==> src/rtl/vec3_normalize_seq.sv <==
// Multi-cycle Q8.4 vector normalizer: squares, iterative isqrt, then three
// restoring divisions (x, y, z) produce n = v/|v| and |v| behind valid/ready.
module vec3_normalize_seq #(
    parameter int WIDTH = 12
) (
    input  logic             clk,
    input  logic             rst_n,
    input  logic             in_valid,
    output logic             in_ready,
    input  logic [WIDTH-1:0] in_x,
    input  logic [WIDTH-1:0] in_y,
    input  logic [WIDTH-1:0] in_z,
    output logic             out_valid,
    input  logic             out_ready,
    output logic [WIDTH-1:0] out_nx,
    output logic [WIDTH-1:0] out_ny,
    output logic [WIDTH-1:0] out_nz,
    output logic [WIDTH-1:0] out_len,
    output logic             out_zero,
    output logic             busy
);

    localparam int SUMW = 2*WIDTH + 2;
    localparam int RW   = WIDTH + 1;
    localparam int SRW  = WIDTH + 2;
    localparam int DVW  = WIDTH + 4;
    localparam int CNTW = $clog2(DVW);

    typedef enum logic [2:0] {IDLE, SQ, SQRT, DIV, DONE} state_t;

    state_t            state_q, state_d;
    logic [CNTW-1:0]   cnt_q, cnt_d;
    logic [1:0]        comp_q, comp_d;
    logic [WIDTH-1:0]  x_q, x_d, y_q, y_d, z_q, z_d;
    logic [SUMW-1:0]   sum_q, sum_d;
    logic [RW-1:0]     root_q, root_d;
    logic [SRW-1:0]    srem_q, srem_d;
    logic [DVW-1:0]    dvd_q, dvd_d;
    logic [WIDTH-1:0]  drem_q, drem_d;
    logic [WIDTH-2:0]  quo_q, quo_d;
    logic [WIDTH-1:0]  res_x_q, res_x_d, res_y_q, res_y_d;
    logic [WIDTH-1:0]  nx_q, nx_d, ny_q, ny_d, nz_q, nz_d, len_q, len_d;
    logic              zero_q, zero_d;

    logic [WIDTH-1:0]  mag_x, mag_y, mag_z, len, cur_c, nxt_mag, q_signed;
    logic [SUMW-1:0]   sum_calc;
    logic [SRW+1:0]    rem_next, trial;
    logic              sqrt_bit, div_bit;
    logic [WIDTH:0]    rem_sh;
    logic [WIDTH-1:0]  quo_new;

    assign in_ready  = (state_q == IDLE);
    assign out_valid = (state_q == DONE);
    assign busy      = (state_q != IDLE);
    assign out_nx    = nx_q;
    assign out_ny    = ny_q;
    assign out_nz    = nz_q;
    assign out_len   = len_q;
    assign out_zero  = zero_q;

    always_ff @(posedge clk) begin
        if (!rst_n) begin
            state_q <= IDLE;
            cnt_q   <= '0;
            comp_q  <= '0;
            x_q     <= '0;
            y_q     <= '0;
            z_q     <= '0;
            sum_q   <= '0;
            root_q  <= '0;
            srem_q  <= '0;
            dvd_q   <= '0;
            drem_q  <= '0;
            quo_q   <= '0;
            res_x_q <= '0;
            res_y_q <= '0;
            nx_q    <= '0;
            ny_q    <= '0;
            nz_q    <= '0;
            len_q   <= '0;
            zero_q  <= 1'b0;
        end else begin
            state_q <= state_d;
            cnt_q   <= cnt_d;
            comp_q  <= comp_d;
            x_q     <= x_d;
            y_q     <= y_d;
            z_q     <= z_d;
            sum_q   <= sum_d;
            root_q  <= root_d;
            srem_q  <= srem_d;
            dvd_q   <= dvd_d;
            drem_q  <= drem_d;
            quo_q   <= quo_d;
            res_x_q <= res_x_d;
            res_y_q <= res_y_d;
            nx_q    <= nx_d;
            ny_q    <= ny_d;
            nz_q    <= nz_d;
            len_q   <= len_d;
            zero_q  <= zero_d;
        end
    end

    // Datapath helpers: magnitudes, one isqrt step and one division step.
    always_comb begin
        mag_x    = x_q[WIDTH-1] ? -x_q : x_q;
        mag_y    = y_q[WIDTH-1] ? -y_q : y_q;
        mag_z    = z_q[WIDTH-1] ? -z_q : z_q;
        sum_calc = SUMW'(mag_x) * SUMW'(mag_x) + SUMW'(mag_y) * SUMW'(mag_y)
                 + SUMW'(mag_z) * SUMW'(mag_z);
        len      = root_q[WIDTH-1:0];

        rem_next = {srem_q, sum_q[SUMW-1 -: 2]};
        trial    = {1'b0, root_q, 2'b01};
        sqrt_bit = (rem_next >= trial);

        cur_c    = (comp_q == 2'd0) ? x_q : ((comp_q == 2'd1) ? y_q : z_q);
        nxt_mag  = (comp_q == 2'd0) ? mag_y : mag_z;
        rem_sh   = {drem_q, dvd_q[DVW-1]};
        div_bit  = (rem_sh >= {1'b0, len});
        quo_new  = {quo_q, div_bit};
        q_signed = cur_c[WIDTH-1] ? -quo_new : quo_new;
    end

    // The remainder stays below 2*root, so dropping the top bits of the
    // difference is exact; the same holds for the divider remainder vs len.
    always_comb begin
        state_d = state_q;
        cnt_d   = cnt_q;
        comp_d  = comp_q;
        x_d     = x_q;
        y_d     = y_q;
        z_d     = z_q;
        sum_d   = sum_q;
        root_d  = root_q;
        srem_d  = srem_q;
        dvd_d   = dvd_q;
        drem_d  = drem_q;
        quo_d   = quo_q;
        res_x_d = res_x_q;
        res_y_d = res_y_q;
        nx_d    = nx_q;
        ny_d    = ny_q;
        nz_d    = nz_q;
        len_d   = len_q;
        zero_d  = zero_q;

        case (state_q)
            IDLE: begin
                if (in_valid) begin
                    x_d     = in_x;
                    y_d     = in_y;
                    z_d     = in_z;
                    state_d = SQ;
                end
            end
            SQ: begin
                sum_d   = sum_calc;
                root_d  = '0;
                srem_d  = '0;
                cnt_d   = '0;
                state_d = SQRT;
            end
            SQRT: begin
                sum_d  = {sum_q[SUMW-3:0], 2'b00};
                root_d = {root_q[RW-2:0], sqrt_bit};
                srem_d = sqrt_bit ? (rem_next[SRW-1:0] - trial[SRW-1:0])
                                  : rem_next[SRW-1:0];
                cnt_d  = cnt_q + CNTW'(1);
                if (cnt_q == CNTW'(RW-1)) begin
                    cnt_d   = '0;
                    comp_d  = '0;
                    dvd_d   = {mag_x, 4'b0000};
                    drem_d  = '0;
                    quo_d   = '0;
                    state_d = DIV;
                end
            end
            DIV: begin
                if (comp_q == 2'd0 && cnt_q == '0 && root_q == '0) begin
                    nx_d    = '0;
                    ny_d    = '0;
                    nz_d    = '0;
                    len_d   = '0;
                    zero_d  = 1'b1;
                    state_d = DONE;
                end else begin
                    dvd_d  = {dvd_q[DVW-2:0], 1'b0};
                    drem_d = div_bit ? (rem_sh[WIDTH-1:0] - len) : rem_sh[WIDTH-1:0];
                    quo_d  = quo_new[WIDTH-2:0];
                    cnt_d  = cnt_q + CNTW'(1);
                    if (cnt_q == CNTW'(DVW-1)) begin
                        cnt_d  = '0;
                        comp_d = comp_q + 2'd1;
                        dvd_d  = {nxt_mag, 4'b0000};
                        drem_d = '0;
                        quo_d  = '0;
                        case (comp_q)
                            2'd0:    res_x_d = q_signed;
                            2'd1:    res_y_d = q_signed;
                            default: begin
                                nx_d    = res_x_q;
                                ny_d    = res_y_q;
                                nz_d    = q_signed;
                                len_d   = len;
                                zero_d  = 1'b0;
                                state_d = DONE;
                            end
                        endcase
                    end
                end
            end
            DONE: begin
                if (out_ready) state_d = IDLE;
            end
            default: state_d = IDLE;
        endcase
    end

endmodule

==> config.mk <==
export PLATFORM = sky130hd
export DESIGN_NAME = vec3_normalize_seq
export DESIGN_NICKNAME = d
export VERILOG_FILES = /design/src/rtl/vec3_normalize_seq.sv
export SDC_FILE = /design/constraint.sdc
export NUM_CORES = 1
export LEC_CHECK = 0
export CAP_MARGIN = 30
export CORE_UTILIZATION = 30
export CTS_CLUSTER_SIZE = 10
export DETAILED_ROUTE_END_ITERATION = 12
export PLACE_DENSITY = 0.51
export SYNTH_ARGS = -nofsm -noshare
export SYNTH_HDL_FRONTEND = slang
export SYNTH_SLANG_ARGS = --single-unit
==> constraint.sdc <==
create_clock -name clk -period 7.6 [get_ports clk]
set_clock_uncertainty 0.2 [all_clocks]
set_input_delay 0.76 -clock clk [delete_from_list [all_inputs] [get_ports clk]]
set_output_delay 0.76 -clock clk [all_outputs]
set_load 0.01 [all_outputs]
==> results.md <==
- Outcome: finished, violations left
- Violated checks: negative setup slack
- Worst slew pin tran: 0.931 ns
- RSZ-0062 raised after global routing: yes
- Largest Register: sum_q
- Min-delay src: out_nz[0]
- Number of synthesized flops with an enable pin: 0
- Drt pass-1 iters: 5
- Die Ht: 279 um
- Worst slew margin: 36.3%
- Total grt overflow: 0
- Die footprint: 77,900 um^2
- CTS Buf Count: 27
- Setup TNS: -6.19 ns
- Synth cell count leaders: 546 x inv_1, 324 x fa_1, 311 x nand2_1, 206 x dfxtp_1, 201 x nor2_1
- Mux cell area share after synthesis: 1.12%
- Via count: 19,500
- Place WS: -0.720 ns
- Area Growth Syn to Fin: 24.7%
- Worst R2R End: sum_q[23]
- IO Pins: 92
- CP Data Arrival Time: 8.46 ns
- DP Area: 27,500 um^2
- Buffers on Ports: 91
- Layout Nets: 3,630
- Design Power: 0.0128 W
- Largest register FFs: 26
- Synth unique cells: 84
- Global-route wire length before repair: 114,000 um
- Yosys reg bits: 206
- H-tree depth: 1
- Row count: 101
- CTS max path bufs: 3
- Cell taking the most area after synthesis: fa_1
- Final min period: 8.16 ns
- Largest net degree at the start of global routing: 81
- Reg2Reg Depth: 26
- Simple-gate area share of the yosys netlist: 14.7%
- Post-synthesis adder-cell area fraction: 38.2%
- Initial DRC Count: 1,119
- Setup CP Type: reg -> reg
- Leak: 13.4 nW
- Clk_lat worst skew: 0.57 ns
- Crit end category: flip-flop
- Dominant cells by area after synthesis: fa_1 28%, dfxtp_1 18%, ha_1 10%, inv_1 8.9%, nand2_1 5.1%
- Max-cap violations: 0
- Cts hold-fix bufs: 0
- DR DRC count: 0
- Final Cycle Share: 107%
- Worst VDD drop: 0.723 mV
- Clk root buf: clkbuf_16
- Hold WC Path Type: reg -> reg
- CP Data Required Time: 7.90 ns
- Post-Syn Area: 23,100 um^2
- Detailed-route wire length per cell: 17.3 um
- Largest family of logic cells by synthesized area: adder cells
- XOR/XNOR Fraction of Synth Area: 2.71%
- Hold EP: out_nz[0]
- Routability cong.: 0.909
- Setup WS post-layout: -0.563 ns
- Core area: 75,900 um^2
- Initial antenna violation count: 2
- Initial Utilization: 30.4%
- Most frequent cell after synthesis: inv_1
- R2r startpoint: y_q[5]
- Final Max Slew Viols: 0
- Cell count after synthesis: 2,729
- CTS clock-pin slew for the worst setup and hold paths: 0.06 ns
- Die X-Extent: 279 um
- Final instance area: 28,700 um^2
- Antenna viol nets, final: 0
- Pwr/cell area: 444 nW/um^2
- Startpoint types: flip-flop
- HPWL after DPL: 58,900 um
- Reg-to-reg slack, setup: -0.56 ns
- Final setup violation count: 15
- Synth top area share: 28.1%
- F_max: 0.123 GHz
- Syn Area/Cell: 8.45 um^2
- Vias in the first global route: 20,000
- Post-synthesis compound-gate area fraction: 14.3%
- Hold Fails Final Rpt: 0
- Critical path peak fanout: 7
- Ys flop type: dfxtp_1
- Yosys warns: 0
- Worst Hold Depth: 2
- CTS tree: built
- Final Routed Wirelength: 71,400 um
- Async set or reset register ratio after synthesis: 0%
- Sequential element share of the synthesized area: 17.9%
- Total GRT Usage: 18.6%
- Share of layout cells above drive strength 1: 16.0%
- Vias per inst: 4.72
- Clock Sinks: 206
- Biggest regs: sum_q x26, srem_q x14, root_q x13
repair_timing:
item                                    CTS  global route
pin swaps                                28            14
resized for setup                        48            45
setup buffers                             5             6
gates cloned                              0             0
endpoints found under the setup margin   18            20
cells by family after synthesis:
group	Yosys count
buf+inv	676
flops	206
simple gates	753
other cells	2
compound gates	491
fa+ha+maj	509
mux	25
xor+xnor	67
cell type report:
cell class | count | area, um^2
fillers | 7865 | 47200
multi-input cells | 1868 | 17000
flip-flops and latches | 206 | 4130
repair buffers | 420 | 3460
inverters | 558 | 2110
well taps | 1030 | 1290
clock buffers | 35 | 736
clock inverters | 7 | 56.3
diodes | 2 | 5.00
report_power, final:
part	total [W]	switching (W)	internal (W)	leakage [nW]
Combinational	0.0103	0.00560	0.00472	11.4
Sequential	0.00126	0.0000821	0.00118	1.67
Clock	0.00119	0.000517	0.000676	0.390
Total	0.0128	0.00619	0.00657	13.4
per-layer routing:
| layer | up-vias | track usage [%] | share of wire [%] |
|---|---|---|---|
| met2 | 378 | 30.2 | 46 |
| met5 | - | 0 | 0 |
| met3 | 89 | 2.67 | 4.6 |
| met4 | 0 | 4.62 | 2.5 |
| li1 | 9512 | - | - |
| met1 | 9514 | 25.8 | 47 |
worst max-delay path, stage by stage (launching register included):
cell,delay [ns]
dfxtp_2,0.32
or4_4,0.54
or4_4,0.48
o31a_1,0.36
xnor2_4,0.33
buf_6,0.15
buf_6,0.09
nor2_2,0.04
fa_1,0.51
inv_1,0.05
fa_1,0.48
inv_1,0.05
fa_1,0.45
fa_1,0.56
fa_1,0.47
fa_2,0.50
fa_1,0.50
inv_1,0.05
fa_1,0.50
inv_2,0.05
ha_4,0.28
buf_4,0.12
a21oi_1,0.06
o211ai_1,0.29
a21oi_4,0.09
or4_1,0.41
a31oi_1,0.17
how the worst max path moves through the flow:
stage	startpoint	endpoint
2_1_floorplan	y_q[5]	sum_q[22]
3_3_place_gp	y_q[5]	sum_q[22]
3_5_place_dp	y_q[5]	sum_q[23]
4_1_cts	y_q[5]	sum_q[22]
5_1_grt	y_q[5]	sum_q[22]
6_report	y_q[5]	sum_q[23]
stage by stage:
step                cells  hold slack (ns)  util, %
global route         4126            0.270     37.8
CTS                  4118            0.251     37.5
detailed placement   4071            0.243     36.1
floorplan            2750            0.243        -
global placement     4065            0.241     36.0
finish               4126            0.248     37.8
cells in the final DEF, fill, tap and decap left out, types with 9 or more instances in the layout:
cell / count
a211oi_1: 23
a21o_1: 14
a21oi_1: 145
a22oi_1: 35
a31oi_1: 19
and3_1: 20
buf_4: 316
clkbuf_16: 27
clkdlybuf4s50_1: 90
conb_1: 23
dfxtp_1: 203
fa_1: 314
fa_2: 10
ha_1: 172
inv_1: 539
mux2i_1: 19
nand2_1: 308
nand2b_1: 23
nand3_1: 53
nand4_1: 10
nor2_1: 192
nor2b_1: 9
nor3_1: 33
nor4_1: 17
o211ai_1: 28
o21a_1: 18
o21ai_0: 53
o22ai_1: 10
o31ai_1: 10
or3_1: 18
or4_1: 9
xnor2_1: 35
xor2_1: 22
(Power assumes the default switching activity.)
